$ cat config.mk
export PLATFORM = sky130hd
export DESIGN_NAME = fetch_prefetch_queue
export DESIGN_NICKNAME = d
export VERILOG_FILES = /design/src/rtl/fetch_prefetch_queue.sv
export SDC_FILE = /design/constraint.sdc
export NUM_CORES = 1
export LEC_CHECK = 0
export ABC_CLOCK_PERIOD_IN_PS = 3900
export CORE_ASPECT_RATIO = 1.4
export CORE_MARGIN = 2
export CORE_UTILIZATION = 57
export CTS_BUF_LIST = sky130_fd_sc_hd__clkbuf_8
export CTS_CLUSTER_DIAMETER = 50
export DETAILED_ROUTE_END_ITERATION = 8
export HOLD_SLACK_MARGIN = 0.15
export PLACE_DENSITY = 0.8
export SLEW_MARGIN = 10
export SYNTH_ARGS = -nofsm -noshare
export SYNTH_HDL_FRONTEND = slang
export SYNTH_SLANG_ARGS = --single-unit
export TNS_END_PERCENT = 10
$ cat constraint.sdc
create_clock -name clk -period 3.9 [get_ports clk]
set_input_delay 0.39 -clock clk [delete_from_list [all_inputs] [get_ports clk]]
set_output_delay 0.39 -clock clk [all_outputs]
set_load 0.05 [all_outputs]
$ cat src/rtl/fetch_prefetch_queue.sv
// rtl/fetch_prefetch_queue.sv - in-order instruction prefetch queue with redirect flush
// Optional fetch/drop statistics ports and counters: PREFETCH_STATS_EN
module fetch_prefetch_queue #(
    parameter int          DEPTH           = 4,
    parameter int          MAX_OUTSTANDING = 2,
    parameter logic [31:0] RESET_PC        = 32'h0
) (
    input  logic        clk,
    input  logic        rst_n,
    input  logic        Redirect,
    input  logic [31:0] RedirectPC,
    input  logic        StallD,
    output logic        ImemReq,
    output logic [31:0] ImemAddr,
    input  logic        ImemGnt,
    input  logic        ImemRspValid,
    input  logic [31:0] ImemRspData,
    output logic [31:0] InstrF,
    output logic [31:0] PCF,
    output logic [31:0] PCPlus4F,
    output logic        InstrValidF
`ifdef PREFETCH_STATS_EN
    ,
    output logic [31:0] FetchCount,
    output logic [31:0] DropCount
`endif
);
    localparam int QW = $clog2(DEPTH);
    localparam int CW = $clog2(DEPTH + 1);
    localparam int OW = $clog2(MAX_OUTSTANDING + 1);
    localparam int IW = (MAX_OUTSTANDING > 1) ? $clog2(MAX_OUTSTANDING) : 1;
    localparam logic [IW-1:0] ILAST = IW'(MAX_OUTSTANDING - 1);
    localparam logic [31:0]   NOP   = 32'h0000_0013;

    typedef enum logic [1:0] {BOOT, RUN, FLUSH} state_t;
    state_t state, state_nxt;

    logic [31:0]   q_instr     [DEPTH];
    logic [31:0]   q_pc        [DEPTH];
    logic [31:0]   inflight_pc [MAX_OUTSTANDING];
    logic [QW-1:0] head, tail;
    logic [CW-1:0] count;
    logic [IW-1:0] if_wr, if_rd;
    logic [31:0]   fetch_pc;
    logic [OW-1:0] outstanding, drop, drop_redirect;
    logic [OW:0]   pending;
    logic [CW:0]   in_use;
    logic          can_issue, issue, enq, deq, rsp_drop, rsp_take, rsp_counted;

    assign in_use    = (CW+1)'(count) + (CW+1)'(outstanding);
    assign can_issue = (in_use < (CW+1)'(DEPTH)) && (outstanding < OW'(MAX_OUTSTANDING));
    assign issue     = ImemReq && ImemGnt;

    // Responses arriving with nothing in flight are stale (e.g. from before a reset) and ignored.
    assign rsp_drop  = ImemRspValid && !Redirect && (drop != '0);
    assign rsp_take  = ImemRspValid && !Redirect && (drop == '0) && (outstanding != '0)
                       && (state == RUN);
    assign enq       = rsp_take;
    assign deq       = InstrValidF && !StallD && !Redirect;

    assign pending       = (OW+1)'(outstanding) + (OW+1)'(drop);
    assign rsp_counted   = ImemRspValid && (pending != '0);
    assign drop_redirect = OW'(pending - (OW+1)'(rsp_counted));

    always_ff @(posedge clk or negedge rst_n) begin
        if (!rst_n) state <= BOOT;
        else        state <= state_nxt;
    end

    always_comb begin
        state_nxt = state;
        ImemReq   = 1'b0;
        case (state)
            BOOT:  state_nxt = RUN;
            RUN:   ImemReq = can_issue && !Redirect;
            FLUSH: if (rsp_drop && drop == OW'(1)) state_nxt = RUN;
            default: state_nxt = BOOT;
        endcase
        if (Redirect) state_nxt = (drop_redirect != '0) ? FLUSH : RUN;
    end

    always_ff @(posedge clk or negedge rst_n) begin
        if (!rst_n) begin
            fetch_pc    <= RESET_PC;
            outstanding <= '0;
            drop        <= '0;
            count       <= '0;
            head        <= '0;
            tail        <= '0;
            if_wr       <= '0;
            if_rd       <= '0;
        end else if (Redirect) begin
            // In-flight requests become drops; the in-flight PC FIFO restarts empty.
            fetch_pc    <= RedirectPC & 32'hFFFF_FFFC;
            outstanding <= '0;
            drop        <= drop_redirect;
            count       <= '0;
            head        <= '0;
            tail        <= '0;
            if_wr       <= '0;
            if_rd       <= '0;
        end else begin
            if (issue) begin
                fetch_pc <= fetch_pc + 32'd4;
                if_wr    <= (if_wr == ILAST) ? '0 : if_wr + IW'(1);
            end
            if (rsp_take) if_rd <= (if_rd == ILAST) ? '0 : if_rd + IW'(1);
            if (rsp_drop) drop <= drop - OW'(1);
            outstanding <= outstanding + OW'(issue) - OW'(rsp_take);
            if (enq) tail <= tail + QW'(1);
            if (deq) head <= head + QW'(1);
            count <= count + CW'(enq) - CW'(deq);
        end
    end

    always_ff @(posedge clk) begin
        if (issue && !Redirect) inflight_pc[if_wr] <= fetch_pc;
        if (enq) begin
            q_instr[tail] <= ImemRspData;
            q_pc[tail]    <= inflight_pc[if_rd];
        end
    end

    assign ImemAddr    = fetch_pc;
    assign InstrValidF = (count != '0);
    assign InstrF      = InstrValidF ? q_instr[head] : NOP;
    assign PCF         = InstrValidF ? q_pc[head] : 32'h0;
    assign PCPlus4F    = InstrValidF ? q_pc[head] + 32'd4 : 32'h0;

`ifdef PREFETCH_STATS_EN
    always_ff @(posedge clk or negedge rst_n) begin
        if (!rst_n) begin
            FetchCount <= '0;
            DropCount  <= '0;
        end else begin
            if (enq) FetchCount <= FetchCount + 32'd1;
            if (rsp_drop || (Redirect && rsp_counted)) DropCount <= DropCount + 32'd1;
        end
    end
`endif

endmodule
Yosys cells after proc, flatten, opt, wreduce, memory -nomap -nowiden
Memory sizes are Yosys's and may differ from the RTL's.
Index checks and enable logic that the tools add are counted.
- RAM bits: 320
- output and inout port bits: 130
- logic and storage cells: 88
- input bits: 70
- memories: 3
- flip-flop bits (word level): 47
- memory list (memory ; depth ; bits a word ; rd ports ; clocked after Yosys merged registers in ; wr ports ; line ; RTL):
    q_instr ; 4 ; 32 ; 1 ; 0 ; 1 ; 38 ; logic [31:0] q_instr [DEPTH];
    q_pc ; 4 ; 32 ; 1 ; 0 ; 1 ; 39 ; logic [31:0] q_pc [DEPTH];
    inflight_pc ; 2 ; 32 ; 1 ; 0 ; 1 ; 40 ; logic [31:0] inflight_pc [MAX_OUTSTANDING];
- eq/ne operators: 5
- magnitude comparators: 2
- add/subtract/negate cells: 14
- reductions and logical operators: 27
- muxes and demuxes: 28
- operator list (kind ; count):
    two-way mux 32 bit ; 5
    adder 32 x 3 -> 32 bit, second input constant ; 2
    two-way mux 2 bit ; 10
    nonzero test 2 bit ; 7
    logical AND 1 bit ; 13
    two-way mux 1 bit ; 11
    one-hot mux 2 bit (3 select lines) ; 1
    nonzero test 3 bit ; 2
    adder 2 x 1 -> 2 bit, second input constant ; 2
    adder 3 x 2 -> 4 bit ; 1
    equality test 2 x 1 -> 1 bit, second input constant ; 2
    zero test 2 bit ; 2
    less-than comparator 4 x 3 -> 1 bit, second input constant ; 1
    subtractor 2 x 1 -> 2 bit ; 2
    adder 2 x 2 -> 3 bit ; 1
    adder 3 x 1 -> 3 bit ; 1
    two-way mux 3 bit ; 1
    != test 3 bit, second input constant ; 1
    subtractor 3 x 1 -> 3 bit ; 1
    adder 1 bit, second input constant ; 2
    adder 2 x 1 -> 2 bit ; 1
    equality test 2 bit, second input constant ; 1
    zero test 1 bit ; 2
    less-than comparator 2 bit, second input constant ; 1
    3 further kinds ; 3

Logic depth before layout (Yosys ltp)
Gate-level depths: netlist of run 1.
- word-level depth: 9
- gate-level depth with buffers: 12
- mapped depth without buffers: 11

Worst setup path before layout of run 1
No wires, ideal clock.
- kind: reg2out
- from: register head[0]
- to: output PCPlus4F[28]
- cell stages (with the launch flop): 10
- path buffers: 2
- slack: 0.601 ns
- arrival time: 2.909 ns
- required time: 3.510 ns
- path through: dfrtp_1 -> buf_6 -> buf_12 -> mux4_1 -> ha_1 -> nand3_2 -> nor4_2 -> nand4_1 -> xor2_1 -> nor2_1
- cells in the longest elaborated chain, start to end: 3
- RTL lines (item ; line ; RTL):
    from (decl) ; 41 ; logic [QW-1:0] head, tail;
    from (signal assigned) ; 111 ; if (deq) head <= head + QW'(1);
    memory read (4 x 32 bit) ; - ;
    adder 32 x 3 -> 32 bit ; 128 ; assign PCPlus4F = InstrValidF ? q_pc[head] + 32'd4 : 32'h0;
    two-way mux 32 bit ; 128 ;
    to (decl) ; 20 ; output logic [31:0] PCPlus4F,
No other way between the ends.

Worst setup path in the final report of run 1
Ends and elaborated chain as after synthesis.

==> metrics.cfg, run 1 <==
[routing]
ant_nets = 0
wl_per_cell_um = 19.4
via_per_inst = 5.62
wl_mm = 28.8
dr.pass1.iters = 5
via_count = 8325
drt_iter0_drc = 506
drc = 0

[yosys]
yosys-top-cells-area = edfxtp_1, dfrtp_1, mux4_2
synth_top_family_by_area = multiplexers
netlist_area_um2 = 15000
yosysMostFrequentCell = edfxtp_1
synth_compound_area_share_pct = 2.63
synth_top_area_cell = edfxtp_1
synth_edf_count = 308
synth_common_cells = edfxtp_1, and2_1, nor2_1
synth_async_sr_flop_share_pct = 12.7
synth_cells = 893
synthAdderAreaFrac_pct = 1.52
synth.area.mux_share_pct = 12.2
synth_top_cell_area_share_pct = 61.7
ys.flop_type = edfxtp_1
yosysUniqueCellTypes = 58
yosysWarnings = 0
synth_seq_cells = 353
ys_seq_area_share_pct = 69.2
synth_xor_area_share_pct = 2.92
syn_avg_cell_area_um2 = 16.8
yosys.area_share.simple_pct = 9.11

[timing]
finalCritPeriodShare_pct = 93.3
skew_ns = 0.0240
rsz0062_at_grt = false
max_freq_mhz = 275
period_needed_ns = 3.64
tightestPinTransition_ns = 1.06
slew_headroom_pct = 29.6
slew_viol_final = 0
setup_viol = 0
whs_ns = 0.375
tns_ns = 0
hold_viol = 0

[power]
report.power.total_uw = 11700
pwr-share-comb_pct = 38.9
p_leak_uw = 0.00632
power.switching_uw = 4320
p_clk_share_pct = 23.5
power_density_nw_per_um2 = 635
ir_drop_mv = 0.291
switching_share_pct = 37.0
p_int_uw = 7370
p_seq_share_pct = 37.6

[cells_and_area]
nets = 1207
n_antenna_cell = 0
area_growth_pct = 22.8
fillers = 1658
drive_above_1_share_pct = 18.9
final_util_pct = 70.7
stdcell_count = 1481

[floorplanning]
die-height_um = 196
die_x_um = 141
rows = 70
core_area_um2 = 26000
die-area_um2 = 27600
io_pins = 200
start_util_pct = 57.6

[critical_path]
end_kind = primary output
reg2regPathDepth = 9
critPathKind = register to primary output
cp_max_fo = 13
critPathLaunchType = register
cp.required_ns = 3.51
crit_arrival_ns = 3.25

[worst_hold_path]
whs_path_depth = 3
hold_path_class = input pin to register

[clock_tree]
cts_tree = built
clockBufferDepth = 3
clkSinkCount = 353
clk_pin_slew_ns = 0.07
numCtsBuffers = 48
cts_root_buf = clkbuf_8
insertion_delay_ns = 0.57
cts-htree-levels = 2

[placed_design]
gp_congestion = 0.848
hpwl_mm = 18.9
io_buffers = 191
place_inst = 1391

[grt]
grt_start_max_net_pins = 63
grt_usage_pct = 21.0
overflow = 0
grt_pass1_vias = 8384
antenna_found_initial = 0
grt_pass1_wl_mm = 45.1

[job]
cap_violations = 0

[run_status]
status = completed

==> critical path: stages (launching register included) <==
cell and delay [ns]:
dfrtp_4 0.59, mux4_1 0.47, ha_1 0.30, nand3_2 0.15, nor4_2 0.28, buf_4 0.22, nand4_1 0.11, xor2_1 0.15
nor2_1 0.23, buf_12 0.18
==> worst paths after layout <==
kind                               start      endpoint  slack (ns)
max                              head[0]  PCPlus4F[28]        0.26
min                        RedirectPC[3]   ImemAddr[3]        0.37
max reg2reg                     count[1]  ImemAddr[13]        1.04
min reg2reg                     state[0]      state[0]        0.50
max in group asynchronous          rst_n       head[0]        2.59
min in group asynchronous          rst_n   ImemAddr[6]        0.53
==> layer usage <==
metal | track usage, % | routed length [um]
met3 | 3.69 | 1700
met4 | 7.37 | 695
met1 | 27.6 | 11500
met5 | 0 | 0
met2 | 35.9 | 14900
==> state kept, by name, indices dropped and copies added, names as in the netlist <==
name,cells
q_instr,128
q_pc,120
inflight_pc,60
ImemAddr,30
count,3
drop,2
head,2
outstanding,2
state,2
tail,2
if_rd,1
if_wr,1
==> cell families after synthesis <==
logic type	count (synthesis)
AO/OA/AOI/OAI	64
XOR/XNOR	50
adder cells (fa/ha/maj)	17
buffers and inverters	64
flip-flops	353
multiplexers	95
other	1
AND/OR/NAND/NOR	249
==> cell usage in the layout, fill, tap and decap left out, drive strengths merged, types with 2 or more instances in the layout <==
master         count
a21o               2
a21oi              9
a221o              4
a31oi              6
and2              66
and3              11
and4               6
buf               53
bufinv             3
clkbuf            53
clkdlybuf4s50    161
clkinv            19
conb               6
dfrtp             45
edfxtp           308
fa                 2
ha                15
inv               32
mux2              30
mux2i              3
mux4              62
nand2             50
nand3             19
nand3b             2
nand4             18
nor2              53
nor2b              2
nor3               5
nor4               4
nor4b              2
o211ai             2
o21ai             32
o311ai             3
or2                4
or3                4
xnor2             14
xor2              36
==> repair_timing <==
| action | 4_1_cts | 5_1_grt |
|---|---|---|
| endpoints found under the setup margin | 0 | 9 |
| resized for setup | 0 | 2 |
| endpoints found under the hold margin | 45 | 0 |
| setup buffers | 0 | 2 |
| hold buffers | 1 | 0 |
==> power groups by stage <==
stage / Sequential (uW) / Clock (uW) / Combinational [uW]
after floorplan: 4530 / 0 / 2900
after global placement: 4480 / 0 / 4510
after detailed placement: 4490 / 0 / 4550
after CTS: 4410 / 2810 / 4560
after global routing: 4410 / 2960 / 4780
final: 4390 / 2750 / 4550
==> layout make-up <==
type	instances	area, um2	area share [%]
well taps	324	405	2.20
inverters	21	78.8	0.428
clock inverters	34	228	1.24
repair buffers	215	2300	12.5
clock buffers	53	729	3.96
flip-flops and latches	353	10400	56.4
multi-input cells	481	4280	23.3
==> per-stage QoR <==
stage / worst slack, ns / cell area, um2
2_1_floorplan: 0.601 / 15000
4_1_cts: 0.0438 / 18400
6_report: 0.260 / 18400
3_3_place_gp: 0.668 / 17400
5_1_grt: 0.0562 / 18400
3_5_place_dp: 0.657 / 17400
(Power assumes the default switching activity.)
==> run 2, diff against run 1 <==
Settings changed: CORE_UTILIZATION 57 to 55, PLACE_DENSITY 0.8 to 0.78.
==> run 2 against run 1 <==
Compared with the run above:
- non-clock buffer count is 1 lower
- clock skew decreased by 0.011 ns
- sequential cell count unchanged
- largest power group unchanged
- sequential power about the same
- worst hold slack gained 0.0016 ns
==> metrics.cfg, run 2 (same netlist as run 1, synthesis figures left out) <==
[critical_path]
critPathKind = register to primary output
slowest_stage = dfrtp_4
cp_max_fo = 12  ; -1
r2r_setup_slack_ns = 1.28  ; +0.24 ns
crit_chain = buf_6 > mux4_2 > nand4_1 > nor4_4 > nand2_2 > or3_1 > a21oi_1 > buf_12
critPathLaunchType = register
crit_path_end = PCPlus4F[29]
reg2regPathDepth = 9  ; unchanged
r2r_end = ImemAddr[13]
cp.required_ns = 3.51  ; about the same
path_buf_inv = 2  ; unchanged
crit_start = head[0]
r2r_start = count[1]
cp.depth = 8  ; -1
slowest_delay_ns = 0.58  ; about the same
crit_family = simple AND/OR/NAND/NOR gates
end_kind = primary output
crit_arrival_ns = 3.37  ; +0.12 ns

[timing]
period_needed_ns = 3.76  ; +0.119 ns
rsz0062_at_grt = true
setup_viol = 0  ; unchanged
slew_viol_final = 0  ; unchanged
setup_ws_ns = 0.141  ; -0.119 ns
hold_viol = 0  ; unchanged
tightestPinTransition_ns = 0.971  ; -0.0850 ns
finalCritPeriodShare_pct = 96.4  ; +3.1 points
slew_headroom_pct = 35.3  ; +5.7 points
max_freq_mhz = 266  ; -3.2%
skew_ns = 0.0127  ; -0.0113 ns

[cells_and_area]
nets = 1207  ; unchanged
final_area_um2 = 18300  ; -0.32%
mostFrequentLayoutCells = edfxtp_1, clkdlybuf4s50_1, and2_1
layout_commonest_cell = edfxtp_1
reg_top3 = q_instr: 128 flops, q_pc: 120 flops, inflight_pc: 60 flops
n_antenna_cell = 0  ; unchanged
top_register = q_instr
drive_above_1_share_pct = 17.7  ; -1.2 points
fillers = 1824  ; +10%
largest_reg_flops = 128  ; unchanged
area_growth_pct = 22.4

[clock_tree]
clockBufferDepth = 3  ; unchanged
clkSinkCount = 353  ; unchanged
cts_root_buf = clkbuf_8
insertion_delay_ns = 0.57  ; about the same
numCtsBuffers = 49  ; +2.1%
cts-htree-levels = 2  ; unchanged
cts_tree = built
clk_pin_slew_ns = 0.07  ; about the same

[placed_design]
post_dp_cell_area_um2 = 17300  ; -0.40%
gp_congestion = 0.876  ; +3.3%
io_buffers = 191  ; unchanged
preCtsSetupSlack_ns = 0.450  ; -0.207 ns
hpwl_mm = 18.5  ; -2.3%

[power]
p_leak_uw = 0.00633  ; about the same
p_clk_share_pct = 23.2  ; -0.3 points
p_seq_share_pct = 38.3  ; +0.7 points
pwr-share-comb_pct = 38.5  ; -0.4 points
switching_share_pct = 37.3  ; +0.30 points
power_density_nw_per_um2 = 625  ; -1.6%
power.switching_uw = 4270  ; -1.1%
p_int_uw = 7190  ; -2.4%
ir_drop_mv = 0.366  ; +26%

[floorplanning]
die_x_um = 143  ; +1.8%
io_pins = 200  ; unchanged
core_area_um2 = 26800  ; +3.1%
die-height_um = 199  ; +1.8%
rows = 71  ; +1.4%
start_util_pct = 55.8  ; -1.8 points
die-area_um2 = 28600  ; +3.5%

[worst_hold_path]
whs_path_depth = 3  ; unchanged
hold_path_class = input pin to register

[grt]
grt_usage_pct = 20.8  ; -0.26 points
grt_start_max_net_pins = 63  ; unchanged
grt_pass1_wl_mm = 45.6  ; +1.1%
overflow = 0  ; unchanged
antenna_found_initial = 0  ; unchanged
grt_pass1_vias = 8587  ; +2.4%

[routing]
drt_iter0_drc = 537  ; +6.1%
ant_nets = 0  ; unchanged
dr.pass1.iters = 5  ; unchanged
via_per_inst = 5.59  ; -0.62%
wl_per_cell_um = 19.0  ; -2.1%
drc = 0  ; unchanged
wl_mm = 29.1  ; +0.86%
via_count = 8525  ; +2.4%

[run_status]
status = completed

[job]
cap_violations = 0  ; unchanged

## run 2: per-stage QoR
stage / hold slack, ns / utilization, % / setup TNS (ns) / std cells / power, uW
after global routing: 0.371 / 68.4 / -0.0403 / 1526 / 11900
after global placement: 0.478 / 64.7 / 0 / 1429 / 8860
after CTS: 0.345 / 68.3 / 0 / 1523 / 11600
final: 0.376 / 68.4 / 0 / 1526 / 11500
after detailed placement: 0.492 / 64.7 / 0 / 1429 / 8900
after floorplan: 0.0944 / - / 0 / 898 / 7430
## run 2: power groups by stage
stage	sequential, uW	combinational (uW)	clock [uW]
final	4390	4420	2660
after global routing	4410	4650	2870
after CTS	4390	4450	2730
after detailed placement	4490	4410	0
after global placement	4480	4380	0
after floorplan	4530	2900	0
## run 2: routing by layer
| metal | vias to the layer above | part of all wire, % | global-route usage [%] |
|---|---|---|---|
| met4 | 0 | 2.4 | 7.41 |
| met2 | 299 | 52 | 36.6 |
| met5 | - | 0 | 0 |
| li1 | 3894 | - | - |
| met3 | 48 | 5.5 | 3.55 |
| met1 | 4284 | 40 | 26.0 |
## run 2: worst min path at each step
| stage | startpoint | slack (ns) | to |
|---|---|---|---|
| after floorplan | rst_n | 0.09 | ImemAddr[10] |
| after global placement | state[0] | 0.48 | state[0] |
| after detailed placement | state[0] | 0.49 | state[0] |
| after CTS | RedirectPC[13] | 0.34 | ImemAddr[13] |
| after global routing | RedirectPC[19] | 0.37 | ImemAddr[19] |
| final | RedirectPC[13] | 0.38 | ImemAddr[13] |
## run 2: what timing repair did
action | CTS | global route
hold buffers | 1 | 0
endpoints found under the setup margin | 20 | 12
hold endpoints to repair | 45 | 0
pin swaps | 2 | 1
buffers inserted | 1 | 3
gates resized for setup | 4 | 6
## run 2: worst min-delay path, stage by stage
cell,delay [ns]
clkdlybuf4s50_1,0.39
nand2_1,0.06
o21ai_0,0.06
## run 2: cell type report
cell class	count	area [um2]	share of cell area [%]
clock inverter	37	181	0.989
clock buffer	55	757	4.13
tap	365	457	2.49
inverter	21	78.8	0.430
sequential	353	10400	56.6
multi-input combinational	481	4280	23.3
timing repair buffer	214	2210	12.0
==> run 3, diff against run 2 <==
Settings changed: CORE_UTILIZATION 55 to 54, PLACE_DENSITY 0.78 to 0.77.
==> run 3 against run 2 <==
Compared with the run above:
- sequential power barely moved
- sequential share of layout area grew 0.16 points
- critical path type unchanged
- largest cell class unchanged
- global-route usage shrank 0.21 points
- final cell count is 0.13% higher
- critical endpoint unchanged
==> metrics.cfg, run 3 (same netlist as run 1, synthesis figures left out) <==
[run_status]
status = completed

[timing]
period_needed_ns = 3.76  ; +0.00102 ns
slew_viol_final = 0  ; unchanged
slew_headroom_pct = 34.5  ; -0.76 points
whs_ns = 0.322  ; -0.0546 ns
skew_ns = 0.0220  ; +0.00933 ns
max_freq_mhz = 266  ; about the same
finalCritPeriodShare_pct = 96.4  ; about the same
setup_ws_ns = 0.140  ; -0.00102 ns
tns_ns = 0  ; unchanged
tightestPinTransition_ns = 0.983  ; +0.0115 ns
setup_viol = 0  ; unchanged
hold_viol = 0  ; unchanged

[placed_design]
hpwl_mm = 19.1  ; +3.7%
preCtsSetupSlack_ns = 0.531  ; +0.0814 ns
io_buffers = 191  ; unchanged
gp_congestion = 0.879  ; +0.38%

[cells_and_area]
n_antenna_cell = 0  ; unchanged
layout_commonest_cell = edfxtp_1
mostFrequentLayoutCells = edfxtp_1, clkdlybuf4s50_1, and2_1
final_util_pct = 66.6  ; -1.8 points
largest_reg_flops = 128  ; unchanged
nets = 1208  ; +0.083%
fillers = 1913  ; +4.9%
reg_top3 = q_instr: 128 flops, q_pc: 120 flops, inflight_pc: 60 flops
area_growth_pct = 22.0
drive_above_1_share_pct = 17.5  ; -0.21 points
top_register = q_instr

[clock_tree]
cts_tree = built
numCtsBuffers = 50  ; +2.0%
clockBufferDepth = 3  ; unchanged
clkSinkCount = 353  ; unchanged
cts-htree-levels = 2  ; unchanged
cts_root_buf = clkbuf_8
insertion_delay_ns = 0.58  ; about the same
clk_pin_slew_ns = 0.06  ; about the same

[grt]
overflow = 0  ; unchanged
grt_start_max_net_pins = 63  ; unchanged
grt_usage_pct = 20.6  ; -0.21 points
grt_pass1_vias = 8777  ; +2.2%
antenna_found_initial = 0  ; unchanged
grt_pass1_wl_mm = 46.4  ; +1.8%

[critical_path]
crit_arrival_ns = 3.37  ; about the same
critPathLaunchType = register
r2r_start = count[1]
critPathKind = register to primary output
crit_start = head[0]
cp.required_ns = 3.51  ; about the same
end_kind = primary output
cp_max_fo = 13  ; +1

[floorplanning]
die_x_um = 145  ; +0.90%
die-height_um = 201  ; +0.90%
die-area_um2 = 29100  ; +1.8%
io_pins = 200  ; unchanged
rows = 72  ; +1.4%
core_area_um2 = 27500  ; +2.4%
start_util_pct = 54.5  ; -1.3 points

[routing]
drc = 0  ; unchanged
via_per_inst = 5.53  ; -1.0%
wl_per_cell_um = 19.2  ; +0.97%
drt_iter0_drc = 542  ; +0.93%
via_count = 8447  ; -0.91%
dr.pass1.iters = 5  ; unchanged
ant_nets = 0  ; unchanged
wl_mm = 29.4  ; +1.1%

[power]
ir_drop_mv = 0.329  ; -10%
power_density_nw_per_um2 = 618  ; -1.2%
report.power.total_uw = 11300  ; -1.5%
p_leak_uw = 0.00631  ; -0.29%

[worst_hold_path]
hold_path_class = input pin to asynchronous set/reset pin

[job]
cap_violations = 0  ; unchanged

==> run 3: cell types whose count changed in the layout (fill, tap and decap cells not counted), moves of 2 or more <==
| cell | before | now |
|---|---|---|
| buf_12 | 11 | 13 |
| clkbuf_8 | 55 | 51 |
| clkinv_1 | 12 | 6 |
| clkinv_2 | 7 | 4 |
| inv_1 | 36 | 46 |
| nor2_1 | 52 | 50 |
| nor2_2 | 1 | 3 |
==> run 3: path summary, 6_finish.rpt <==
check | end | depth (start not counted) | slack [ns]
worst max-delay path | PCPlus4F[29] | 9 | 0.14
worst min-delay path | ImemAddr[11] | 2 | 0.32
worst max register to register | outstanding[1] | 11 | 1.11
worst min register to register | state[0] | 1 | 0.49
max in group asynchronous | head[0] | 3 | 2.82
min in group clk | ImemAddr[3] | 3 | 0.36
==> run 3: worst max-delay path: stages (launching register included) <==
cell     delay (ns)
dfrtp_4        0.59
buf_4          0.25
mux4_2         0.43
nand4_1        0.20
nor4_4         0.29
buf_4          0.23
nand2_2        0.08
or3_1          0.34
a21oi_2        0.20
buf_12         0.16
==> run 3: power by group <==
part           switching [uW]  internal (uW)
Sequential                153           4240
Clock                    1290           1210
Combinational            2830           1570
Total                    4280           7020
==> run 3: metrics by stage <==
step                area, um2  std cells
floorplan               15000        898
global placement        17400       1436
detailed placement      17400       1436
CTS                     18300       1526
global route            18300       1528
finish                  18300       1528
==> run 3: layout make-up <==
cell class                 instances  area [um2]  share of cell area [%]
clock buffer                      51         702                    3.84
clock inverter                    38         160                   0.876
inverter                          21        78.8                   0.431
multi-input combinational        481        4290                    23.4
sequential                       353       10400                    56.8
tap                              370         463                    2.53
timing repair buffer             214        2210                    12.1
==> run 3: per-layer routing <==
layer  global-route usage, %  part of all wire (%)  vias up
li1                        -                     -     3876
met1                    26.6                    40     4192
met5                       0                     0        -
met3                    3.64                   5.7       62
met4                    6.59                   2.6        0
met2                    35.4                    52      317
==> run 3: timing repair <==
| action | in CTS | in global routing |
|---|---|---|
| setup endpoints to repair | 3 | 12 |
| pin swaps | 0 | 2 |
| hold buffers | 1 | 0 |
| endpoints found under the hold margin | 22 | 0 |
| buffers inserted | 0 | 2 |
| resized for setup | 2 | 8 |
